## src/rtl/avalon_burst_arbiter.sv

```systemverilog
// avalon_burst_arbiter: round-robin sharing of one Avalon-MM burst master between the I and D caches.
// The grant is held for a whole burst: every read beat returned or every write beat accepted.
module avalon_burst_arbiter #(
  parameter int BURST_W = 5,
  parameter int ADDR_W  = 32,
  parameter int DATA_W  = 32
) (
  input  logic               clk,
  input  logic               resetn,
  input  logic [ADDR_W-1:0]  i_address,
  input  logic               i_read,
  input  logic [BURST_W-1:0] i_burstcount,
  output logic               i_waitrequest,
  output logic [DATA_W-1:0]  i_readdata,
  output logic               i_readdatavalid,
  input  logic [ADDR_W-1:0]  d_address,
  input  logic               d_read,
  input  logic               d_write,
  input  logic [DATA_W-1:0]  d_writedata,
  input  logic [BURST_W-1:0] d_burstcount,
  output logic               d_waitrequest,
  output logic [DATA_W-1:0]  d_readdata,
  output logic               d_readdatavalid,
  output logic [ADDR_W-1:0]  av_address,
  output logic               av_read,
  output logic               av_write,
  output logic [DATA_W-1:0]  av_writedata,
  output logic [BURST_W-1:0] av_burstcount,
  input  logic               av_waitrequest,
  input  logic [DATA_W-1:0]  av_readdata,
  input  logic               av_readdatavalid
);
  typedef enum logic [1:0] {IDLE, RD_CMD, RD_DATA, WR_BURST} state_t;
  typedef enum logic [1:0] {OWN_NONE, OWN_I, OWN_D} owner_t;
  state_t state;
  owner_t owner;
  logic last_d;
  logic [BURST_W-1:0] cnt, len, bc_eff, cur_len, cnt_nxt;
  logic own_i, own_d, cmd_phase, rd_acc, rdv, wr_beat, beat, done, req_i, req_d, grant_d;
  always_comb begin
    own_i = owner == OWN_I;
    own_d = owner == OWN_D;
    av_address = own_i ? i_address : own_d ? d_address : '0;
    av_burstcount = own_i ? i_burstcount : own_d ? d_burstcount : '0;
    av_writedata = own_d ? d_writedata : '0;
    av_read = state == RD_CMD;
    av_write = state == WR_BURST && own_d && d_write;
    cmd_phase = state == RD_CMD || state == WR_BURST;
    i_waitrequest = !(own_i && cmd_phase) || av_waitrequest;
    d_waitrequest = !(own_d && cmd_phase) || av_waitrequest;
    rd_acc = state == RD_CMD && !av_waitrequest;
    // beats outside an accepted read burst belong to nobody
    rdv = av_readdatavalid && (state == RD_DATA || rd_acc);
    i_readdatavalid = rdv && own_i;
    d_readdatavalid = rdv && own_d;
    i_readdata = av_readdata;
    d_readdata = av_readdata;
    wr_beat = av_write && !av_waitrequest;
    beat = rdv || wr_beat;
    bc_eff = av_burstcount == '0 ? BURST_W'(1) : av_burstcount;
    cur_len = (rd_acc || (state == WR_BURST && cnt == '0)) ? bc_eff : len;
    cnt_nxt = cnt + BURST_W'(1);
    done = beat && cnt_nxt == cur_len;
    req_i = i_read;
    req_d = d_read || d_write;
    grant_d = req_d && (!req_i || !last_d);
  end
  always_ff @(posedge clk or negedge resetn) begin
    if (!resetn) begin
      state <= IDLE;
      owner <= OWN_NONE;
      last_d <= 1'b0;
      cnt <= '0;
      len <= '0;
    end else if (state == IDLE) begin
      cnt <= '0;
      if (req_i || req_d) begin
        owner <= grant_d ? OWN_D : OWN_I;
        last_d <= grant_d;
        state <= (grant_d && d_write) ? WR_BURST : RD_CMD;
      end
    end else begin
      if (rd_acc || (wr_beat && cnt == '0)) len <= bc_eff;
      if (beat) cnt <= done ? '0 : cnt_nxt;
      if (done) begin
        state <= IDLE;
        owner <= OWN_NONE;
      end else if (rd_acc) state <= RD_DATA;
    end
  end
endmodule

```

## config.mk

```make
export PLATFORM = sky130hd
export DESIGN_NAME = avalon_burst_arbiter
export DESIGN_NICKNAME = d
export VERILOG_FILES = /design/src/rtl/avalon_burst_arbiter.sv
export SDC_FILE = /design/constraint.sdc
export NUM_CORES = 1
export LEC_CHECK = 0
export CAP_MARGIN = 20
export CELL_PAD_IN_SITES_DETAIL_PLACEMENT = 1
export CELL_PAD_IN_SITES_GLOBAL_PLACEMENT = 2
export CORE_MARGIN = 2
export CORE_UTILIZATION = 10
export CTS_CLUSTER_SIZE = 16
export DETAILED_ROUTE_END_ITERATION = 10
export PLACE_DENSITY = 0.89
export SYNTH_ARGS = -nofsm -noshare
export SYNTH_HDL_FRONTEND = slang
export SYNTH_SLANG_ARGS = --single-unit
```

## constraint.sdc

```tcl
create_clock -name clk -period 2.6 [get_ports clk]
set_clock_uncertainty 0.05 [all_clocks]
set_input_delay 0.52 -clock clk [delete_from_list [all_inputs] [get_ports clk]]
set_output_delay 0.52 -clock clk [all_outputs]
set_load 0.005 [all_outputs]
```

==> flow_summary.ini <==
[status]
outcome = finished clean

[layout]
finalNetCount = 558
nFillCells = 2477
drive_above_1_share_pct = 11.7
final_cells = 685
final_area_um2 = 4200
syn_to_final_growth_pct = 98.4
fin_util_pct = 20.1
antenna_cells = 0

[sta]
hold_viol = 0
slew_viol_final = 0
timing.final.crit_share_pct = 96.1
whs_ps = 434
setup_ws_ps = 102
worstMarginPinSlew_ps = 748
finalSetupTns_ps = 0
slew-limit-headroom_pct = 50.0
min_period_ps = 2500
fmax_ghz = 0.400
setup_viol = 0
rsz0062_at_grt = yes

[worst_hold_path]
min_path_cells = 1
hp-class = flip-flop to flip-flop
worstHoldStart = last_d$_DFFE_PN0P_
holdPathEnd = last_d$_DFFE_PN0P_

[die]
dieWidth_um = 149
num_rows = 53
dieArea_um2 = 22300
initial_core_util_pct = 10.1
io_pins = 284
die_h_um = 149
coreArea_um2 = 20900

[setup_path]
slowest_delay_ps = 510
rr_startpoint = cnt[1]$_DFFE_PN0P_
crit_path_top_delay_cell = clkdlybuf4s50_1
startpoint = owner[1]$_DFFE_PN0P_
cp_cell_sequence = nor2b_4 > buf_12 > buf_16 > and2_1 > clkdlybuf4s50_1
worstSetupPathType = flip-flop to output port
rr_worst_depth = 9
r2r_setup_slack_ps = 120
crit_path_end_kind = output port
worstPathArrival_ps = 1930
r2r-end = state[1]$_DFFE_PN0P_
startpoint_type = flip-flop
required_ps = 2030
crit_path_max_fanout = 31

[route]
drc = 0
drt_wl_total_mm = 9.75
drt-initial-drc-count = 43
postRouteAntennaNets = 0
first_pass_iters = 4
viasPerCell = 3.50
vias = 2398
routedWlPerCell_um = 14.2

[yosys]
yosys.area.top_type_share_pct = 22.7
synth.most_common_cell = buf_4
synth_top_family_by_area = buffers and inverters
syn_avg_cell_area_um2 = 7.84
synthTopCellsByArea = buf_4 (23%), dfrtp_1 (18%), a22o_1 (14%), and2_1 (9.8%), a211oi_1 (2.8%)
ys_seq_area_share_pct = 17.7
synth_edf_count = 0
ys_warn_count = 0
synth_compound_gate_area_share_pct = 26.7
synthAdderAreaFrac_pct = 1.18
synth_xor_area_share_pct = 2.07
synth_area_leader_cell = buf_4
yosys-top-cells-count = buf_4 (64), a22o_1 (35), and2_1 (33)
ys_seq_elements = 15
synthSimpleGateAreaFrac_pct = 24.1
post_synth_mux_area_share_pct = 1.48
synthFlopType = dfrtp_1
syn_inst = 270
syn_area_um2 = 2120
ys_async_sr_fraction_pct = 100
ys_types = 38
synth_nets = 417

[cts]
clock_latency_ps = 250
cts_made_buffers = 3
cts-root-buf = clkbuf_16
cts.sinks = 15
htreeDepth = 1
clk_path_buf_depth = 2
clkSlewWorstSetupHoldPaths_ps = 50
cts_tree = built

[placed_design]
port_buffers = 187
dp_hpwl_mm = 7.94
place.gp.congestion = 0.779
place_ws_ps = -255
dp.cells = 673
place_area_um2 = 3990

[global_routing]
grt_overflow_total = 0
grt_pass1_wl_mm = 13.9
grt_max_degree = 34
antenna_found_initial = 0
first_global_vias = 2617
grt_use_total_pct = 7.78

[power]
p_total_mw = 3.34
ir_worst_vdd_v = 0.000303
leakage_nw = 1.58
power.density_nw_per_um2 = 796

[run]
max-cap-violations = 0
registers in the layout, indices dropped and copies added, names as in the netlist:
register,cells
len,5
state,2
owner,2
last_d,1
cnt,5
layout make-up:
class	instances	area [µm²]	share of cell area (%)
Inverter	7	26.3	0.626
Clock buffer	3	75.1	1.79
Sequential cell	15	378	9.00
Multi-Input combinational cell	169	1210	28.9
Timing Repair Buffer	215	2150	51.3
Clock inverter	1	7.51	0.179
Tap cell	275	344	8.20
layer usage:
metal	routed length [µm]	global-route usage [%]
met4	189	2.10
met1	3990	9.72
met2	4950	13.4
met3	610	1.74
met5	0	0
cell usage in the layout, fill, tap and decap left out, types with 6 or more instances in the layout:
| cell | count |
|---|---|
| o31ai_1 | 6 |
| nor2_1 | 10 |
| clkdlybuf4s50_1 | 185 |
| buf_4 | 22 |
| o21ai_0 | 6 |
| nand3_1 | 8 |
| and2_1 | 33 |
| a211oi_1 | 8 |
| a22o_1 | 35 |
| nand2_1 | 13 |
| inv_1 | 7 |
| dfrtp_1 | 13 |
worst max-delay path, delay by kind of cell, from the launching register on:
kind,cells,cell delay (ps)
buffers and inverters,3,830
AND/OR/NAND/NOR,2,400
flip-flops,1,420
worst max path at each step:
stage / slack [ps] / end
after global placement: -250 / i_readdatavalid
final: 100 / av_writedata[6]
after global routing: -20 / cnt[2]$_DFFE_PN0P_
after detailed placement: -250 / cnt[2]$_DFFE_PN0P_
after CTS: 10 / av_address[14]
after floorplan: 150 / cnt[2]$_DFFE_PN0P_
report_power, final:
part / internal (mW) / switching [mW]
Clock: 0.208 / 0.106
Sequential: 0.321 / 0.0773
Combinational: 1.54 / 1.09
timing repair:
action,in CTS,in global routing
pin swaps,1,4
gates resized for setup,6,8
hold buffers,0,0
endpoints found under the setup margin,11,16
gates cloned,0,2
setup buffers,1,5
cells by family after synthesis:
| logic type | after synthesis |
|---|---|
| AND/OR/NAND/NOR | 87 |
| adder cells (fa/ha/maj) | 2 |
| XOR/XNOR | 5 |
| flip-flops | 15 |
| multiplexers | 3 |
| buffers and inverters | 86 |
| AO/OA/AOI/OAI | 72 |
Power figures use the tool's default switching activity.
